`config.mk`:
```
export PLATFORM = sky130hd
export DESIGN_NAME = mem_stall_ctrl
export DESIGN_NICKNAME = d
export VERILOG_FILES = /design/src/rtl/mem_stall_ctrl.sv
export SDC_FILE = /design/constraint.sdc
export NUM_CORES = 1
export LEC_CHECK = 0
export ABC_AREA = 1
export BUFFER_PORTS_ARGS = -buffer_cell sky130_fd_sc_hd__buf_2
export CAP_MARGIN = 20
export CELL_PAD_IN_SITES_DETAIL_PLACEMENT = 1
export CELL_PAD_IN_SITES_GLOBAL_PLACEMENT = 2
export CORE_MARGIN = 3
export CORE_UTILIZATION = 25
export DETAILED_ROUTE_END_ITERATION = 16
export PLACE_DENSITY = 0.79
export SETUP_SLACK_MARGIN = 0.05
export SYNTH_ARGS = -nofsm -noshare
export SYNTH_HDL_FRONTEND = slang
export SYNTH_SLANG_ARGS = --single-unit
```
`constraint.sdc`:
```
create_clock -name clk -period 1.2 [get_ports clk]
set_input_delay 0.18 -clock clk [delete_from_list [all_inputs] [get_ports clk]]
set_output_delay 0.18 -clock clk [all_outputs]
set_load 0.01 [all_outputs]
```
`src/rtl/mem_stall_ctrl.sv`:
```
// mem_stall_ctrl: per-channel memory handshake FSMs that freeze the PC/pipeline enables until every
// outstanding memory op completes. Define MEM_STALL_TIMEOUT_EN to add a per-channel abort timer.
module mem_stall_ctrl #(
  parameter int NCH    = 2,
  parameter int NSTG   = 5,
  parameter int DATA_W = 32,
  parameter int TOUT_W = 8
) (
  input  logic                  clk,
  input  logic                  rst_n,
  input  logic [NCH-1:0]        req_i,
  input  logic [NCH-1:0]        done_i,
  input  logic [NCH*DATA_W-1:0] rdata_i,
  input  logic [NSTG-1:0]       en_i,
  output logic [NCH-1:0]        cmd_o,
  output logic [NCH*DATA_W-1:0] rdata_o,
  output logic [NSTG-1:0]       en_o,
  output logic                  busy_o,
  output logic [NCH-1:0]        err_o
);

  typedef enum logic [1:0] {IDLE, WAIT, DONE} state_t;

  logic [NCH-1:0] in_wait;
  logic [NCH-1:0] idle_req;
  logic           release_cyc;
  logic           stall;

  // A release cycle is one where nobody is still waiting; only then may finished channels retire.
  assign release_cyc = ~|in_wait;
  assign stall       = (|in_wait) | (|idle_req);
  assign busy_o      = |in_wait;
  assign en_o        = en_i & {NSTG{~stall}};

`ifdef MEM_STALL_TIMEOUT_EN
  // Abort on the edge where the counter would reach all-ones, i.e. after 2^TOUT_W-1 WAIT cycles.
  localparam logic [TOUT_W-1:0] TOUT_LAST = {TOUT_W{1'b1}} - TOUT_W'(1);
`else
  logic [TOUT_W-1:0] unused_tout;
  assign unused_tout = '0;
`endif

  for (genvar c = 0; c < NCH; c++) begin : g_ch
    state_t            state_q;
    state_t            state_d;
    logic [DATA_W-1:0] rdata_q;
    logic              abort;

    assign in_wait[c]  = (state_q == WAIT);
    assign idle_req[c] = (state_q == IDLE) && req_i[c];
    assign cmd_o[c]    = (state_q == WAIT);
    assign rdata_o[c*DATA_W +: DATA_W] = rdata_q;

    always_ff @(posedge clk or negedge rst_n) begin
      if (!rst_n) state_q <= IDLE;
      else        state_q <= state_d;
    end

    // DONE deliberately ignores req_i so a request still held by the frozen instruction is not reissued.
    always_comb begin
      state_d = state_q;
      case (state_q)
        IDLE:    if (req_i[c]) state_d = WAIT;
        WAIT:    if (done_i[c] || abort) state_d = DONE;
        DONE:    if (release_cyc) state_d = IDLE;
        default: state_d = IDLE;
      endcase
    end

    always_ff @(posedge clk or negedge rst_n) begin
      if (!rst_n) begin
        rdata_q <= '0;
      end else if (state_q == WAIT) begin
        if (done_i[c])  rdata_q <= rdata_i[c*DATA_W +: DATA_W];
        else if (abort) rdata_q <= '0;
      end
    end

`ifdef MEM_STALL_TIMEOUT_EN
    logic [TOUT_W-1:0] cnt_q;
    logic              err_q;

    assign abort    = (state_q == WAIT) && !done_i[c] && (cnt_q == TOUT_LAST);
    assign err_o[c] = err_q;

    always_ff @(posedge clk or negedge rst_n) begin
      if (!rst_n) begin
        cnt_q <= '0;
        err_q <= 1'b0;
      end else begin
        if (state_q == IDLE && req_i[c]) cnt_q <= '0;
        else if (state_q == WAIT)        cnt_q <= cnt_q + TOUT_W'(1);
        if (abort) err_q <= 1'b1;
      end
    end
`else
    assign abort    = 1'b0;
    assign err_o[c] = 1'b0;
`endif
  end

endmodule

```
# Word level (Yosys, flattened, before mapping)
# Cells that the tools add are included.
[totals]
inputBits = 75
output_inout_bits = 74
word_cells = 34
regBits = 68
[classes]
n_mux = 7
n_reduce_logical = 10
bitwise_logic = 3
n_eq_ne = 10
[ops]
columns = ["operator", "count"]
rows = [
  ["inequality test 2 bit (second input constant)", 6],
  ["case mux 2 bit (3 select lines)", 2],
  ["2-to-1 mux 2 bit", 5],
  ["AND reduction 3 bit", 2],
  ["bitwise AND 5 bit", 1],
  ["== test 2 x 1 -> 1 bit (second input constant)", 2],
  ["== test 2 bit (second input constant)", 2],
  ["logical NOT 2 bit", 2],
  ["AND reduction 2 bit", 2],
  ["OR reduction 2 bit", 2],
  ["logical AND 1 bit", 2],
  ["inverter 1 bit", 1],
  ["bitwise OR 1 bit", 1],
]

# Depth between registers and ports, before layout
# Gate-level depths: netlist of the first run.
[depth]
word_depth = 6
depth_mapped = 7
depth_no_buf = 6

# Worst setup path after synthesis of the first run
# Ideal clock, no wire load.
[synth_path]
path_type = "register to output"
start = "register g_ch[0].state_q[0]"
end = "output en_o[0]"
stages_incl_launch_ff = 4
required_ns = 1.020
slack_ns = 0.019
path_buffers = 0
t_arrival_ns = 1.001
path_cell_list = "dfrtp_1 > nand2_2 > nand2_1 > nor3_1"
[synth_between]
elab_cells_between_ends = 8
cone_classes = "1 x eq/ne; 3 x bitwise; 4 x reduce/logical"
[synth_rtl]
columns = ["item", "line", "text"]
rows = [
  ["from (decl)", "44", "state_t state_q;"],
  ["from (signal assigned)", "56", "else state_q <= state_d;"],
  ["== test 2 x 1 -> 1 bit", "49", "assign in_wait[c] = (state_q == WAIT);"],
  ["OR reduction 2 bit", "-", ""],
  ["named net busy_o", "18", "output logic busy_o,"],
  ["bitwise OR 1 bit", "31", "assign stall = (|in_wait) | (|idle_req);"],
  ["inverter 1 bit", "33", "assign en_o = en_i & {NSTG{~stall}};"],
  ["bitwise AND 5 bit", "33", ""],
  ["to (decl)", "17", "output logic [NSTG-1:0] en_o,"],
]
# The timed path passes the listed nets, and every way through them passes these cells.

# Worst setup path after layout of the first run
[layout_path]
start = "register g_ch[0].state_q[0]"
end = "output en_o[4]"
[layout_between]
elab_chain_cells = 6
elab_cells_between_ends = 8
cone_classes = "1 x eq/ne; 3 x bitwise; 4 x reduce/logical"
[layout_lines]
columns = ["item", "line", "text"]
rows = [
  ["logical NOT 2 bit", "50", "assign idle_req[c] = (state_q == IDLE) && req_i[c];"],
  ["logical AND 1 bit", "50", ""],
  ["OR reduction 2 bit", "31", ""],
  ["bitwise OR 1 bit (*)", "31", ""],
  ["inverter 1 bit (*)", "33", ""],
  ["bitwise AND 5 bit (*)", "33", ""],
]
# Mark *: on every way between the ends. The rest lies on a longest branch, timed or not.

==> results by stage, run 1 <==
Timing:
- The number of setup violations in the final report is 74.
- Headroom to the max-slew limit came out at 0.665.
- The part of the cycle the worst path needs is 1.22.
- For the finished layout, the period the worst path requires is around 1500 ps.
- Setup repair after global routing could not meet its margin everywhere.
- The final number of max-transition violations is 0.
- The worst setup skew after layout is around 7.0 ps.
- For the pin with the worst max-slew slack, the measured transition is around 500 ps.
- The upper clock frequency limit is between 600 and 700 MHz.
- The final worst-path setup slack is -261 ps.
- The hold violation count in the final report was 0.

Synthesis:
- By area the synthesized netlist is led by sky130_fd_sc_hd__dfrtp_1 (59%), sky130_fd_sc_hd__nand2_1 (16%), sky130_fd_sc_hd__nand3_1 (11%), sky130_fd_sc_hd__buf_4 (2.6%), sky130_fd_sc_hd__nand2_2 (2.4%).
- The top-area cell type share of the netlist area is 0.588.
- The share of the Yosys chip area taken by registers is 0.588.
- The number of warnings printed during yosys synthesis is 0.
- The flip-flop and latch count after synthesis is 68.
- After synthesis, the netlist uses 19 different library cells.
- The mean post-synth cell area is 9.18 sq um.
- The summed instance area of the synthesized netlist is 2890 sq um.
- Of all cell types, the one taking the most synthesized area is sky130_fd_sc_hd__dfrtp_1.
- Counting every instance in the synthesized netlist gives roughly 320.

Route:
- The initial detailed-routing violation count is ~110.
- The length of the first detailed-routing pass in iterations is 6.
- The number of vias per cell after detailed routing is 4.48.
- In this run the remaining antenna-violating nets after routing total 0.
- Dividing the detail-routed wire length by the instance count gives between 15 and 20 um.
- The number of vias after detailed routing is 2,826.
- The aggregate routed wire length is 10.0 mm.
- The remaining design rule violation count is 0.

Critical path:
- STA classifies the critical path startpoint as a register.
- STA classifies the critical path endpoint as an output pin.
- Data on the critical path is required at its endpoint by 1020 ps.
- The endpoint arrival time on the critical path is between 1000 and 1500 ps.
- The cell type group with the largest total delay on the critical path is flip-flops.
- Walking the worst path, the cells encountered are nor2_1 -> nand2_1 -> nand2_4 -> nor3_1 -> buf_2.
- For this run, the slowest stage of the critical path takes ~400 ps.
- The buffering stage count on the worst path with inverters included is 1.
- The slowest stage of the critical path belongs to the cell sky130_fd_sc_hd__dfrtp_1.
- The class of the most critical setup path is register to output pin.
- Of all nets on the critical path, the largest fanout is 5.

Clock network:
- The clock reaches the later pin of the worst-skew pair after 320 ps.
- The clock tree root buffer cell is sky130_fd_sc_hd__clkbuf_16.
- The CTS tree is done.
- The number of buffers created by CTS is 9.
- The CTS clock-pin slew for the worst setup and hold paths is roughly 50 ps.
- The number of clock sinks seen by CTS is just under 70.
- The H-tree generated during clock tree synthesis spans 3 levels.
- No sink is reached through more buffers than the 2 on the longest clock path.

Layout:
- In the layout the commonest cells are sky130_fd_sc_hd__buf_2 (143), sky130_fd_sc_hd__dfrtp_1 (68), sky130_fd_sc_hd__nand2_2 (66).
- The repair_antennas step left the layout with diodes totalling 0.
- The proportion of layout cells with a drive suffix above 1 is 0.609.
- The filler cells instantiated in the layout total between 1,000 and 1,500.
- The most common cell after layout, fill and taps aside is sky130_fd_sc_hd__buf_2.
- The finished cells cover ~4900 sq um.
- The area growth from synthesis to layout is 67.8%.
- The count of nets after finishing is 561.

Die:
- For this design the top-level I/O count stands at approximately 150.
- The area of the core region is ~11,000 sq um.
- The number of rows in the core area is 38.
- The chip width is about 110 um.
- The starting density of the core is 0.261.
- The floorplan step set the die height to about 110 um.
- The area of the die is between 10,000 and 15,000 sq um.

Global route:
- The largest net degree at the start of global routing is 69.
- Summed over all layers, the global routing overflow is 0.
- The number of antenna violations at the first check in global routing is 0.
- The via count of the first global-routing pass is 2,944.
- The aggregate global-route resource usage is 0.149.
- The global-route wire length before repair is between 15 and 20 mm.

Placed design:
- After detailed placement, the total cell area comes to around 3700 sq um.
- At the end of routability-driven placement, the weighted congestion stood at a little under 0.7.
- Detailed placement finished with a half-perimeter wire length of between 6 and 7 mm.
- The worst slack at placement is -95.5 ps.
- The count of input and output buffers is 146.

Power:
- Summing internal, switching and leakage power gives ~14 mW.
- VDD sags by at most 907 uV.
- The ratio of total power to cell area is approximately 2800 nW/um^2.
- The reported leakage power is between 2 and 3 nW.

Status:
- The final reports fail on setup timing.
- The flow ran to the end, but the final reports show violations.

Hold path:
- The worst hold-check path type is input pin to register.

Run:
- The tool flagged a number of max-cap violations equal to 0.
## synth_stat cells
cell type                 instances
sky130_fd_sc_hd__buf_2            7
sky130_fd_sc_hd__buf_4           10
sky130_fd_sc_hd__buf_6            6
sky130_fd_sc_hd__buf_8            1
sky130_fd_sc_hd__conb_1           1
sky130_fd_sc_hd__dfrtp_1         68
sky130_fd_sc_hd__inv_1            7
sky130_fd_sc_hd__inv_2            1
sky130_fd_sc_hd__inv_4            1
sky130_fd_sc_hd__inv_6            1
sky130_fd_sc_hd__nand2_1        122
sky130_fd_sc_hd__nand2_2         11
sky130_fd_sc_hd__nand2_4          2
sky130_fd_sc_hd__nand2_8          1
sky130_fd_sc_hd__nand3_1         65
sky130_fd_sc_hd__nor2_1           1
sky130_fd_sc_hd__nor3_1           5
sky130_fd_sc_hd__o21ai_0          4
sky130_fd_sc_hd__or2_2            1
## repair_timing
item	4_1_cts	5_1_grt
endpoints found under the setup margin	17	74
pin swaps	5	13
endpoints found under the hold margin	68	0
hold buffers	1	0
gates resized for setup	36	100
gates cloned	7	4
buffers inserted	8	6
## cell type report
type / count / area, sq um / share of cell area
multi-input combinational: 218 / 1400 / 0.287
clock inverter: 1 / 30.0 / 0.00619
clock buffer: 15 / 268 / 0.0552
timing repair buffer: 179 / 1230 / 0.253
tap: 140 / 175 / 0.0361
inverter: 10 / 57.6 / 0.0119
sequential: 68 / 1700 / 0.351
## per-layer routing
metal | GRT usage | vias to the layer above | routed length (um) | part of all wire
li1 | - | 1347 | - | -
met1 | 0.193 | 1352 | 4300 | 0.43
met2 | 0.233 | 114 | 4700 | 0.47
met3 | 0.0504 | 13 | 859 | 0.086
met4 | 0.0553 | 0 | 158 | 0.016
met5 | 0 | - | 0 | 0
## kinds of logic after synthesis
| kind of cell | count (synthesis) | synth area share |
|---|---|---|
| DFF | 68 | 0.588 |
| AOI/OAI and AO/OA | 4 | 0.00692 |
| and+or+nand+nor | 208 | 0.321 |
| buffers and inverters | 34 | 0.0822 |
| other | 1 | 0.00130 |
## registers in the layout (all words and copies together), names as in the netlist
register / flops
g_ch.rdata_q: 64
g_ch.state_q: 4
## worst register-to-register path, stage by stage (launching register included)
cell                        delay [ps]
sky130_fd_sc_hd__dfrtp_1           390
sky130_fd_sc_hd__inv_2             100
sky130_fd_sc_hd__nand2_4            80
sky130_fd_sc_hd__buf_6             140
sky130_fd_sc_hd__inv_8              50
sky130_fd_sc_hd__buf_8             120
sky130_fd_sc_hd__nand2_8            90
sky130_fd_sc_hd__clkbuf_16         200
sky130_fd_sc_hd__nand2_4            60
sky130_fd_sc_hd__nand2_2            50
## stage by stage
stage | utilization | std cells | hold WS, ps | setup TNS (ps)
global placement | 0.338 | 591 | 240 | 0
finish | 0.438 | 631 | 83.0 | -8780
global route | 0.438 | 631 | 77.5 | -13250
CTS | 0.398 | 623 | 76.9 | -5730
floorplan | - | 316 | -116 | 0
detailed placement | 0.338 | 591 | 243 | -238
## where the power goes
part | internal (mW) | switching [mW] | total, mW
registers | 3.38 | 0.822 | 4.20
clock network | 1.73 | 0.923 | 2.65
logic | 3.24 | 3.54 | 6.78
total | 8.34 | 5.28 | 13.6
## path summary, 6_finish.rpt
path	startpoint	endpoint	slack, ps	cells past startpoint
worst max register to register	g_ch[1].state_q[1]$_DFFE_PN0P_	g_ch[1].rdata_q[10]$_DFFE_PN0P_	-180	9
min in group asynchronous	rst_n	g_ch[1].rdata_q[10]$_DFFE_PN0P_	420	3
max in group asynchronous	rst_n	g_ch[0].rdata_q[21]$_DFFE_PN0P_	470	3
worst min register to register	g_ch[1].rdata_q[26]$_DFFE_PN0P_	g_ch[1].rdata_q[26]$_DFFE_PN0P_	470	2
worst max-delay path	g_ch[0].state_q[0]$_DFFE_PN0P_	en_o[4]	-260	5
worst min-delay path	rdata_i[15]	g_ch[0].rdata_q[15]$_DFFE_PN0P_	80	3
Note: power is estimated with default switching activity, not from simulation.
==> run 2, diff against run 1 <==
--- a/config.mk
+++ b/config.mk
@@ -8,12 +8,10 @@
 export ABC_AREA = 1
 export BUFFER_PORTS_ARGS = -buffer_cell sky130_fd_sc_hd__buf_2
 export CAP_MARGIN = 20
-export CELL_PAD_IN_SITES_DETAIL_PLACEMENT = 1
-export CELL_PAD_IN_SITES_GLOBAL_PLACEMENT = 2
 export CORE_MARGIN = 3
-export CORE_UTILIZATION = 25
+export CORE_UTILIZATION = 28
 export DETAILED_ROUTE_END_ITERATION = 16
-export PLACE_DENSITY = 0.79
+export PLACE_DENSITY = 0.53
 export SETUP_SLACK_MARGIN = 0.05
 export SYNTH_ARGS = -nofsm -noshare
 export SYNTH_HDL_FRONTEND = slang
==> run 2 against run 1 <==
Compared with the run above:
- the flow still finishes with violations (setup timing)
- routed wire length down 7.3%
- combinational power up 4.3%
- design area down 0.44%
- largest cell class unchanged
- via count down 0.64%
- total power down 4.1%
- clock skew about the same
- sequential share of layout area up 0.15 points
- highest routed layer unchanged
- worst hold slack worse by 2.0 ps
==> results by stage, run 2 (synthesized netlist as in run 1, its figures left out) <==
Placed design:
- The half-perimeter wire length after placement is 5.38 mm (-13%).
- The final weighted congestion in routability-driven placement is 0.707 (+2.5%).
- The count of input and output buffers is 146 (unchanged).

Power:
- The net switching fraction of the power is 0.403 (+0.0153).
- The share of total power in combinational logic is 0.541 (+0.044).
- The cell-internal power is 7.81 mW (-6.5%).
- The clock network fraction of total power is 0.144 (-0.050).
- The share of total power in sequential cells is 0.315 (+0.007).
- The overall power after layout is 13.1 mW (-4.1%).
- The ratio of total power to cell area is 2710 nW/um^2 (-3.7%).
- The reported leakage power is 2.51 nW (-2.5%).
- The net switching power is 5.27 mW (-0.30%).
- The worst vdd rail ir drop came to 1180 uV (+30%).

Die:
- The chip width is 108 um (-5.2%).
- The starting density of the core is 0.292 (+0.0308).
- The area of the die is 11,600 sq um (-10%).
- The vertical die dimension is 108 um (-5.2%).
- The number of rows in the core area came to 36 (-5.3%).
- The I/O pin total is 149 (unchanged).
- The area of the core region was 9910 sq um (-11%).

Layout:
- The total inserted antenna cells was 0 (unchanged).
- The library cells used most frequently in the layout, excluding fill and tap cells, are sky130_fd_sc_hd__buf_2 (143), sky130_fd_sc_hd__nand2_2 (70), sky130_fd_sc_hd__dfrtp_1 (68).
- The area growth from synthesis to layout is 67.0%.
- The fill cell instance count of the final layout came to 977 (-23%).
- The proportion of layout cells with a drive suffix above 1 came to 0.643 (+0.0339).
- The register ranked first by flip-flop count is g_ch.rdata_q.
- Leaving out fill and tap cells, the most frequent cell in the layout is sky130_fd_sc_hd__buf_2.
- In the final layout, the registers with the most flip-flops are g_ch.rdata_q (64), g_ch.state_q (4).
- The flip-flop count of the largest register, all copies and words added is 64 (unchanged).
- The utilization after layout came to 0.488 (+0.0495).
- The count of nets after finishing is 562 (+0.18%).

Global route:
- The overflow left after global routing is 0 (unchanged).
- The routing usage on met1 is 0.206 (+0.0137).
- The aggregate global-route resource usage is 0.159 (+0.00933).
- The via count of the first global-routing pass was 2,789 (-5.3%).
- met2 is the most crowded layer.
- The global-route wire length before repair was 14.5 mm (-5.1%).
- The largest net degree at the start of global routing came to 69 (unchanged).
- The global-route met2 utilization is 0.269 (+0.0358).
- The number of antenna violations at the first check in global routing was 0 (unchanged).
- The met3 routing resource usage after global routing is 0.0414 (-0.00901).

Route:
- The number of vias after detailed routing is 2,808 (-0.64%).
- The number of vias per cell after detailed routing came to 4.51 (+0.64%).
- The final antenna-violating net count was 0 (unchanged).
- The aggregate routed wire length is 9.28 mm (-7.3%).
- The initial detailed-routing violation count came to 74 (-35%).
- The remaining design rule violation count is 0 (unchanged).
- The per-cell routed wire length is 14.9 um (-6.1%).
- The length of the first detailed-routing pass in iterations is 4 (-2).

Timing:
- The worst setup skew after layout is 6.48 ps (-0.475 ps).
- Setup repair after global routing could not meet its margin everywhere.
- The transition time at the pin with the least slew margin is 512 ps (+8.67 ps).
- The part of the cycle the worst path needs is 1.19 (-0.0258).
- The post-layout minimum cycle time was 1430 ps (-31.0 ps).
- The final worst-path setup slack is -230 ps (+31.0 ps).
- The final number of max-transition violations is 0 (unchanged).
- The upper clock frequency limit is 699 MHz (+2.2%).
- The hold violation count in the final report was 0 (unchanged).
- The worst slew slack as a fraction of its limit is 0.659 (-0.00578).
- The number of setup violations in the final report is 73 (-1.4%).

Clock network:
- The maximum level of the CTS H-tree is 3 (unchanged).
- The worst-case clock buffer depth is 2 (unchanged).
- The clock latency reported for the late side of the worst-skew pair came to 320 ps (about the same).
- Clock tree synthesis selected as its root buffer the cell sky130_fd_sc_hd__clkbuf_8.
- TritonCTS built the clock tree.
- The CTS clock-pin slew for the worst setup and hold paths was 70 ps (+20 ps).
- The number of clock sinks seen by CTS came to 68 (unchanged).
- The number of buffers created by CTS is 9 (unchanged).

Critical path:
- The worst-path maximum fanout is 5 (unchanged).
- STA classifies the critical path startpoint as a register.
- The required time of the critical path is 1020 ps (about the same).
- The critical path in this run is classified as register to output pin.
- The endpoint arrival time on the critical path was 1250 ps (-30 ps).
- The kind of capture point of the worst setup path is an output pin.

Hold path:
- The worst hold-check path type is input pin to register.

Status:
- The flow ran to the end, but the final reports show violations.
- The checks that failed: setup timing.

Run:
- The count of max-cap constraint violations came to 0 (unchanged).
-- run 2: layout make-up --
cell class                      instances  area (sq um)  share of cell area
Tap cell                              133           166              0.0344
Timing Repair Buffer                  176          1200               0.249
Multi-Input combinational cell        222          1520               0.315
Clock buffer                           12           155              0.0321
Clock inverter                          2          35.0             0.00725
Inverter                               10          52.6              0.0109
Sequential cell                        68          1700               0.352
-- run 2: worst max-delay path: stages (launching register included) --
cell and delay [ps]:
sky130_fd_sc_hd__dfrtp_1 400, sky130_fd_sc_hd__nor2_1 60, sky130_fd_sc_hd__nand2_1 110, sky130_fd_sc_hd__nand2_4 90, sky130_fd_sc_hd__nor3_4 120, sky130_fd_sc_hd__buf_2 150
-- run 2: final timing paths --
path | from | to | slack [ps] | cells past startpoint
min in group asynchronous | rst_n | g_ch[0].rdata_q[20]$_DFFE_PN0P_ | 410 | 3
worst min-delay path | rdata_i[61] | g_ch[1].rdata_q[29]$_DFFE_PN0P_ | 80 | 3
max in group asynchronous | rst_n | g_ch[1].rdata_q[22]$_DFFE_PN0P_ | 500 | 3
worst min register to register | g_ch[1].rdata_q[28]$_DFFE_PN0P_ | g_ch[1].rdata_q[28]$_DFFE_PN0P_ | 480 | 2
worst max register to register | g_ch[0].state_q[1]$_DFFE_PN0P_ | g_ch[0].rdata_q[31]$_DFFE_PN0P_ | -160 | 9
worst max-delay path | g_ch[0].state_q[0]$_DFFE_PN0P_ | en_o[4] | -230 | 5
-- run 2: what timing repair did --
action                                  4_1_cts  5_1_grt
cloned                                        9        1
pin swaps                                    23       17
gates resized for setup                      89       64
endpoints found under the hold margin        68        0
buffers inserted                             19        0
endpoints found under the setup margin       65       74
hold buffers                                  1        0
-- run 2: metrics by stage --
| step | TNS, ps | setup slack, ps | instance area [sq um] | hold WS [ps] | std cells |
|---|---|---|---|---|---|
| 3_5_place_dp | -70.3 | -16.9 | 3710 | 238 | 582 |
| 3_3_place_gp | 0 | 34.6 | 3710 | 235 | 582 |
| 4_1_cts | -6210 | -253 | 4650 | 54.4 | 625 |
| 6_report | -7280 | -230 | 4830 | 81.1 | 623 |
| 2_1_floorplan | 0 | 19.2 | 2900 | -116 | 316 |
| 5_1_grt | -12940 | -355 | 4830 | 68.6 | 623 |
-- run 2: power groups by stage --
| stage | clock [mW] | combinational [mW] | sequential, mW |
|---|---|---|---|
| after CTS | 1.95 | 6.79 | 4.04 |
| after floorplan | 0 | 2.17 | 4.46 |
| after global placement | 0 | 4.30 | 3.97 |
| after detailed placement | 0 | 4.34 | 3.99 |
| final | 1.88 | 7.07 | 4.12 |
| after global routing | 2.06 | 7.72 | 4.26 |
-- run 2: layer usage --
layer	vias up	part of all wire
met2	105	0.48
met5	-	0
li1	1351	-
met3	6	0.067
met4	0	0.0059
met1	1346	0.44
